**src/rtl/clock_en_gen.sv**
```systemverilog
// Fractional-rate clock enables gated by a synchronised, hold-qualified PLL lock; `LOCK_LOSS_CNT_EN adds lock_loss_cnt.
// Latency: lock rise to ready takes SYNC_STAGES+1+LOCK_HOLD edges; no backpressure, strobes free-run in RUN.
module clock_en_gen #(
  parameter int CHANNELS    = 2,
  parameter int ACC_W       = 24,
  parameter int SYNC_STAGES = 2,
  parameter int LOCK_HOLD   = 1024
) (
  input  logic                      clk_pix,
  input  logic                      rst,
  input  logic                      pll_lock_async,
  input  logic [CHANNELS*ACC_W-1:0] inc,
  output logic                      ready,
  output logic [CHANNELS-1:0]       stb
`ifdef LOCK_LOSS_CNT_EN
  ,
  output logic [7:0]                lock_loss_cnt
`endif
);

  localparam int HC_W = $clog2(LOCK_HOLD + 1);

  generate
    if (LOCK_HOLD < 1 || SYNC_STAGES < 2 || ACC_W < 2 || ACC_W > 32 || CHANNELS < 1) begin : g_bad_param
      $error("clock_en_gen: illegal parameters");
    end
  endgenerate

  typedef enum logic [1:0] {
    WAIT_LOCK = 2'd0,
    HOLD      = 2'd1,
    RUN       = 2'd2
  } state_t;

  logic [SYNC_STAGES-1:0]          sync_q, sync_d;
  logic                            lock_s;
  state_t                          state_q, state_d;
  logic [HC_W-1:0]                 hold_cnt_q, hold_cnt_d;
  logic                            ready_q, ready_d;
  logic [CHANNELS-1:0]             stb_q, stb_d;
  logic [CHANNELS-1:0][ACC_W-1:0]  acc_q, acc_d;
  logic [CHANNELS-1:0][ACC_W:0]    sum;

  assign lock_s = sync_q[SYNC_STAGES-1];

  always_comb begin
    sync_d = {sync_q[SYNC_STAGES-2:0], pll_lock_async};
  end

  // One extra bit per channel: the carry out is the strobe.
  always_comb begin
    sum = '0;
    for (int i = 0; i < CHANNELS; i++) begin
      sum[i] = {1'b0, acc_q[i]} + {1'b0, inc[i*ACC_W +: ACC_W]};
    end
  end

  always_comb begin
    state_d    = state_q;
    hold_cnt_d = hold_cnt_q;
    acc_d      = '0;
    stb_d      = '0;
    case (state_q)
      WAIT_LOCK: begin
        if (lock_s) begin
          state_d    = HOLD;
          hold_cnt_d = '0;
        end
      end
      HOLD: begin
        if (!lock_s) begin
          state_d = WAIT_LOCK;
        end else if (hold_cnt_q == HC_W'(LOCK_HOLD - 1)) begin
          state_d = RUN;
        end else begin
          hold_cnt_d = hold_cnt_q + 1'b1;
        end
      end
      RUN: begin
        if (!lock_s) begin
          state_d = WAIT_LOCK;
        end else begin
          for (int i = 0; i < CHANNELS; i++) begin
            acc_d[i] = sum[i][ACC_W-1:0];
            stb_d[i] = sum[i][ACC_W];
          end
        end
      end
      default: state_d = WAIT_LOCK;
    endcase
    ready_d = (state_d == RUN);
  end

`ifdef LOCK_LOSS_CNT_EN
  logic [7:0] loss_cnt_q, loss_cnt_d;

  always_comb begin
    loss_cnt_d = loss_cnt_q;
    if (state_q == RUN && !lock_s && loss_cnt_q != 8'hFF) begin
      loss_cnt_d = loss_cnt_q + 8'd1;
    end
  end

  always_ff @(posedge clk_pix) begin
    if (rst) begin
      loss_cnt_q <= '0;
    end else begin
      loss_cnt_q <= loss_cnt_d;
    end
  end

  assign lock_loss_cnt = loss_cnt_q;
`endif

  always_ff @(posedge clk_pix) begin
    if (rst) begin
      sync_q     <= '0;
      state_q    <= WAIT_LOCK;
      hold_cnt_q <= '0;
      ready_q    <= 1'b0;
      stb_q      <= '0;
      acc_q      <= '0;
    end else begin
      sync_q     <= sync_d;
      state_q    <= state_d;
      hold_cnt_q <= hold_cnt_d;
      ready_q    <= ready_d;
      stb_q      <= stb_d;
      acc_q      <= acc_d;
    end
  end

  assign ready = ready_q;
  assign stb   = stb_q;

endmodule

```
**config.mk**
```make
export PLATFORM = sky130hd
export DESIGN_NAME = clock_en_gen
export DESIGN_NICKNAME = d
export VERILOG_FILES = /design/src/rtl/clock_en_gen.sv
export SDC_FILE = /design/constraint.sdc
export NUM_CORES = 1
export LEC_CHECK = 0
export CAP_MARGIN = 5
export CORE_UTILIZATION = 45
export DETAILED_ROUTE_END_ITERATION = 7
export MAX_ROUTING_LAYER = met4
export PLACE_DENSITY_LB_ADDON = 0.05
export SKIP_CTS_REPAIR_TIMING = 1
export SYNTH_ARGS = -nofsm -noshare
export SYNTH_HDL_FRONTEND = slang
export SYNTH_SLANG_ARGS = --single-unit
```
**constraint.sdc**
```tcl
create_clock -name clk_pix -period 3.1 [get_ports clk_pix]
set_input_delay 0.31 -clock clk_pix [delete_from_list [all_inputs] [get_ports clk_pix]]
set_output_delay 0.31 -clock clk_pix [all_outputs]
set_load 0.03 [all_outputs]
```
==> results.yml, run 1 <==
run_status:
  outcome: "finished clean"
floorplanning:
  die_x_um: 102
  num_io_pins: 54
  row_count: 36
  start_util_pct: 46.2
  die_y_um: 102
  dieArea_um2: 10300
  coreArea_um2: 9680
grt:
  grt_max_degree: 21
  antenna_found_initial: 0
  grt_pass1_wl_mm: 16.9
  grt_pass1_vias: 3750
  grt.overflow.total: 0
  grt.total_usage_pct: 21.5
setup_path:
  slowest_delay_ps: 440
  crit_fanout: 3
  crit_slowest_cell: "or3_4"
  reg2reg_from: "acc_q[0]"
  crit_type: "in -> reg"
  rr_worst_depth: 9
  cp-end-kind: "flip-flop"
  cp_data_required_time_ps: 3340
  rr_endpoint: "acc_q[20]"
  crit_chain: "clkdlybuf4s50_1 > ha_1 > fa_1 > a211oi_1 > nor3_1 > or3_4 > a41oi_4 > o21ai_2 > xnor2_1 > nor2_1"
  cp.arrival_ps: 2830
  r2r_slack_ps: 620
  path_buf_inv: 1
  critPathLaunchType: "primary input"
  cpLargestDelayFamily: "compound AO/OA/AOI/OAI gates"
cts:
  cts.sinks: 66
  cts_tree: "built"
  clock_latency_ps: 350
  clk_path_buf_depth: 2
  cts-root-buf: "clkbuf_8"
  cts.clk_slew.worst_paths_ps: 80
  htreeDepth: 3
  cts_buffers: 9
finish:
  drive_gt1_share_pct: 6.24
  antenna_cells: 0
  area_growth_pct: 19.3
  fill_cells: 946
  final_common_cell: "dfxtp_1"
  final_area_um2: 5340
  nNetsFinal: 690
  layout.cells.non_filler: 726
  mostFrequentLayoutCells: "dfxtp_1 (66), nor2_1 (55), clkdlybuf4s50_1 (53)"
logic_synthesis:
  yosysSeqAreaShare_pct: 29.5
  synth-async-reset-ratio_pct: 0
  yosysWarnings: 0
  ys_ff_latch: 66
  synth_nets: 638
  synth_cell_types: 63
  synth_top_flop_cell: "dfxtp_1"
  netlist_instances: 536
  synth_edf_count: 0
  avgSynthCellArea_um2: 8.34
  synth_area_um2: 4470
routing:
  drt_drc_violations_left: 0
  vias_per_cell: 5.52
  antenna_left: 0
  drt-total-wl_mm: 10.1
  wl_per_cell_um: 13.9
  first_iter_violations: 90
  drtPass1Iterations: 6
  num_vias: 4004
job:
  drv_cap: 0
timing:
  grt_setup_unrepaired: "false"
  hold_violations: 0
  tns_ps: 0
  slew_headroom_pct: 65.7
  worst_pin_slew_ps: 501
  slew_violations: 0
  fin_worst_skew_ps: 14.7
  setup_violations: 0
  fmax_ghz: 0.386
  min_period_ps: 2590
  fin_crit_sh_pct: 83.6
worst_hold_path:
  hold_depth: 1
  hold-path-endpoint: "sync_q[1]"
  min_from: "sync_q[0]"
  hold_class: "reg -> reg"
pwr:
  peakVddDrop_mv: 0.212
  p_per_area_nw_per_um2: 324
  leakage_nw: 2.22
  total_power_mw: 1.73
placed_design:
  gp_congestion: 0.862
  dp_cells: 710
  port_buffers: 53
  place_area_um2: 5150
  dp_hpwl_mm: 7.69
==> metal layers <==
layer  GRT usage (%)  wire length (um)  vias to the layer above
met1            26.1              4840                     1864
met5               -                 0                        -
met2            35.9              4770                       71
li1                -                 -                     2055
met4            6.58               136                        0
met3            4.00               374                       14
==> how the worst max path moves through the flow <==
| stage | startpoint | to | slack, ps | cells past startpoint |
|---|---|---|---|---|
| global placement | inc[0] | acc_q[20] | 170 | 10 |
| finish | inc[0] | acc_q[20] | 510 | 10 |
| CTS | inc[0] | acc_q[20] | 520 | 10 |
| detailed placement | inc[0] | acc_q[20] | 150 | 10 |
| floorplan | inc[0] | acc_q[20] | 760 | 9 |
| global route | inc[24] | stb[1] | 360 | 10 |
==> Yosys cell counts, drive strengths merged (3+ instances only) <==
cell | number | area [um2]
nor3 | 19 | 95.1
or2 | 4 | 25.0
mux2i | 4 | 40.0
or3 | 4 | 30.0
buf | 10 | 45.0
nor2b | 8 | 50.1
nand2 | 33 | 124
nand4 | 11 | 68.8
nand3 | 18 | 95.1
o21ai | 32 | 164
nor2 | 55 | 206
nand4b | 3 | 26.3
inv | 14 | 52.6
a21oi | 46 | 234
a21o | 14 | 105
ha | 49 | 613
o21bai | 10 | 75.1
nor3b | 11 | 82.6
and2 | 11 | 68.8
clkbuf | 7 | 26.3
xnor2 | 14 | 123
o22ai | 3 | 18.8
and3 | 3 | 18.8
a21boi | 4 | 30.0
a211oi | 6 | 45.0
o21a | 14 | 105
a2111oi | 3 | 32.5
nand2b | 8 | 50.1
dfxtp | 66 | 1320
xor2 | 20 | 175
==> logic make-up after synthesis <==
logic type / count (synthesis) / share of synthesized area [%]
and+or+nand+nor: 197 / 22.8
AOI/OAI and AO/OA: 152 / 22.4
DFF: 66 / 29.5
adders and majority gates: 51 / 14.6
xor gates and xnor gates: 34 / 6.66
buffers and inverters: 31 / 2.77
muxes: 5 / 1.15
==> per-stage QoR <==
step	util (%)	worst slack (ps)	hold WS [ps]
detailed placement	53.2	146	431
floorplan	-	758	382
finish	55.1	507	446
global route	55.1	361	459
CTS	55.1	516	451
global placement	53.2	171	425
==> registers in the layout (all words and copies together), names as in the netlist <==
register / flops
stb: 2
hold_cnt_q: 11
sync_q: 2
ready: 1
state_q: 2
acc_q: 48
==> final cells by class <==
cell class / count / area (um2) / share of cell area [%]
Clock inverter: 6 / 42.5 / 0.797
Tap cell: 133 / 166 / 3.12
Timing Repair Buffer: 58 / 568 / 10.6
Sequential cell: 66 / 1320 / 24.8
Multi-Input combinational cell: 439 / 3050 / 57.1
Clock buffer: 10 / 138 / 2.58
Inverter: 14 / 52.6 / 0.985
==> where the power goes <==
group          leakage, nW  internal (mW)  switching (mW)  total, mW
Sequential           0.532          0.849         0.00219      0.851
Clock               0.0882          0.312           0.370      0.682
Combinational         1.60          0.107          0.0895      0.197
(Power assumes the default switching activity.)
==> run 2: changes to the inputs <==
==> constraint.sdc (replaced) <==
create_clock -name clk_pix -period 2.4 [get_ports clk_pix]
set_input_delay 0.24 -clock clk_pix [delete_from_list [all_inputs] [get_ports clk_pix]]
set_output_delay 0.24 -clock clk_pix [all_outputs]
set_load 0.03 [all_outputs]
==> run 2 against run 1 <==
  * Final area is 12% higher
  * Setup slack worse by 410 ps
  * Core utilization increased by 6.3 points
  * Final cell count rose by 10%
  * Die area stayed put
  * Via count increased by 4.9%
  * Register-to-register slack worse by 500 ps
  * Clock power rose by 39%
  * Hold slack improved by 4.7 ps
  * Sequential share of layout area is 2.6 points lower
  * Clock skew grew 2.1 ps
  * Sequential power up 29%
  * Critical path type unchanged
  * Largest power group unchanged
  * Highest routed layer unchanged
==> results.yml, run 2 (synthesis results as in run 1) <==
finish:
  largest_reg_flops: 48
  layout.cells.non_filler: 801
  ff_latch_area_um2: 1320
  multi_input_area_um2: 3080
  final_common_cell: "buf_4"
  antenna_cells: 0
  mostFrequentLayoutCells: "buf_4 (80), dfxtp_1 (66), nor2_1 (55)"
  nNetsFinal: 765
  drive_gt1_share_pct: 17.8
  fill_cells: 878
  regMostFlops: "acc_q"
  area_growth_pct: 33.0
  reg_top3: "acc_q x48, hold_cnt_q x11"
placed_design:
  gp_congestion: 0.902
  dp_cells: 783
  pre_cts_slack_ps: -509
  dp_hpwl_mm: 8.23
  port_buffers: 53
pwr:
  clock_power_share_pct: 40.4
  swShare_pct: 25.5
  p_comb_share_pct: 12.8
  leakage_nw: 2.60
  seq_power_share_pct: 46.9
  p_per_area_nw_per_um2: 394
  internal_power_mw: 1.75
  peakVddDrop_mv: 0.276
  switching_power_uw: 598
grt:
  antenna_found_initial: 0
  busiest_layer: "met2"
  grt.total_usage_pct: 22.4
  grt_max_degree: 24
  met1_usage_pct: 27.9
  grt_use_met2_pct: 37.2
  grt_pass1_vias: 4074
  grt.overflow.total: 0
  grt_pass1_wl_mm: 17.9
  use_met3_pct: 4.76
floorplanning:
  row_count: 36
  die_y_um: 102
  coreArea_um2: 9680
  num_io_pins: 54
  dieArea_um2: 10300
  die_x_um: 102
  start_util_pct: 46.2
setup_path:
  crit_type: "in -> reg"
  critPathLaunchType: "primary input"
  crit_fanout: 3
  rr_endpoint: "acc_q[44]"
  rr_worst_depth: 10
  cp_common_cell: "a21oi_1"
  crit_chain: "clkdlybuf4s50_1 > ha_1 > fa_1 > a21oi_1 > o22ai_1 > nand4_1 > a21boi_1 > o21ai_1 > buf_4 > a21oi_1 > nor3b_1"
  cpLargestDelayFamily: "compound AO/OA/AOI/OAI gates"
  slowest_delay_ps: 400
  cp_data_required_time_ps: 2660
  cp.arrival_ps: 2570
  reg2reg_from: "acc_q[24]"
  cp-end-kind: "flip-flop"
  r2r_slack_ps: 120
  path_buf_inv: 2
  crit_slowest_cell: "clkdlybuf4s50_1"
routing:
  drt_drc_violations_left: 0
  drt-total-wl_mm: 10.6
  wl_per_cell_um: 13.3
  antenna_left: 0
  drtPass1Iterations: 4
  first_iter_violations: 100
  num_vias: 4199
  vias_per_cell: 5.24
timing:
  grt_setup_unrepaired: "false"
  worst_pin_slew_ps: 422
  hold_violations: 0
  fin_crit_sh_pct: 96.0
  slew_headroom_pct: 71.1
  setup_violations: 0
  fmax_ghz: 0.434
  tns_ps: 0
  min_period_ps: 2310
  finalWorstSetupSlack_ps: 94.9
  fin_worst_skew_ps: 16.8
  slew_violations: 0
worst_hold_path:
  hold_depth: 1
  hold_class: "reg -> reg"
  min_from: "sync_q[0]"
  hold-path-endpoint: "sync_q[1]"
run_status:
  outcome: "finished clean"
cts:
  cts_tree: "built"
  cts-root-buf: "clkbuf_8"
  clock_latency_ps: 350
  cts.sinks: 66
  clk_path_buf_depth: 2
  cts.clk_slew.worst_paths_ps: 70
  htreeDepth: 3
  cts_buffers: 9
job:
  drv_cap: 0
## run 2: changes by cell type in the layout (fill, tap and decap cells not counted), sizes merged
cell,change
buf,+75
bufinv,+1
clkbuf,-1
clkinv,+1
clkinvlp,-1
## run 2: worst max-delay path by stage
stage | from | end | slack (ps) | cells past startpoint
2_1_floorplan | acc_q[0] | acc_q[20] | 100 | 9
3_3_place_gp | inc[0] | acc_q[20] | -430 | 10
3_5_place_dp | inc[0] | acc_q[20] | -510 | 10
4_1_cts | inc[0] | acc_q[20] | -150 | 10
5_1_grt | acc_q[24] | acc_q[32] | 5 | 10
6_report | inc[24] | acc_q[44] | 90 | 11
## run 2: area by class of cell
cell class / count / share of cell area (%)
repair buffers: 133 / 19.0
well taps: 133 / 2.80
inverters: 14 / 0.883
multi-input cells: 439 / 51.8
clock inverters: 7 / 1.18
clock buffers: 9 / 2.08
flip-flops and latches: 66 / 22.2
## run 2: worst register-to-register path, delay by kind of cell (launching register included)
| family | cells | cell delay, ps |
|---|---|---|
| compound gates | 5 | 770 |
| fa+ha+maj | 2 | 620 |
| simple gates | 2 | 350 |
| flops | 1 | 310 |
| buf+inv | 1 | 160 |
## run 2: power groups by stage
stage | clock [mW] | sequential, mW | combinational [mW]
2_1_floorplan | 0 | 1.12 | 0.137
3_3_place_gp | 0 | 1.13 | 0.291
3_5_place_dp | 0 | 1.13 | 0.296
4_1_cts | 0.989 | 1.10 | 0.298
5_1_grt | 1.03 | 1.10 | 0.329
6_report | 0.947 | 1.10 | 0.299
## run 2: through the flow
step / power, mW / cell area, um2 / hold WS, ps / utilization (%)
floorplan: 1.26 / 4470 / 312 / -
global placement: 1.42 / 5700 / 433 / 58.9
detailed placement: 1.42 / 5700 / 441 / 58.9
CTS: 2.39 / 5900 / 447 / 60.9
global route: 2.46 / 5950 / 455 / 61.4
finish: 2.35 / 5950 / 451 / 61.4
## run 2: layer usage
layer	wire length, um	share of wire (%)	vias up
met2	4960	47	58
met5	0	0	-
met3	365	3.4	9
li1	-	-	2204
met4	75	0.71	0
met1	5220	49	1928
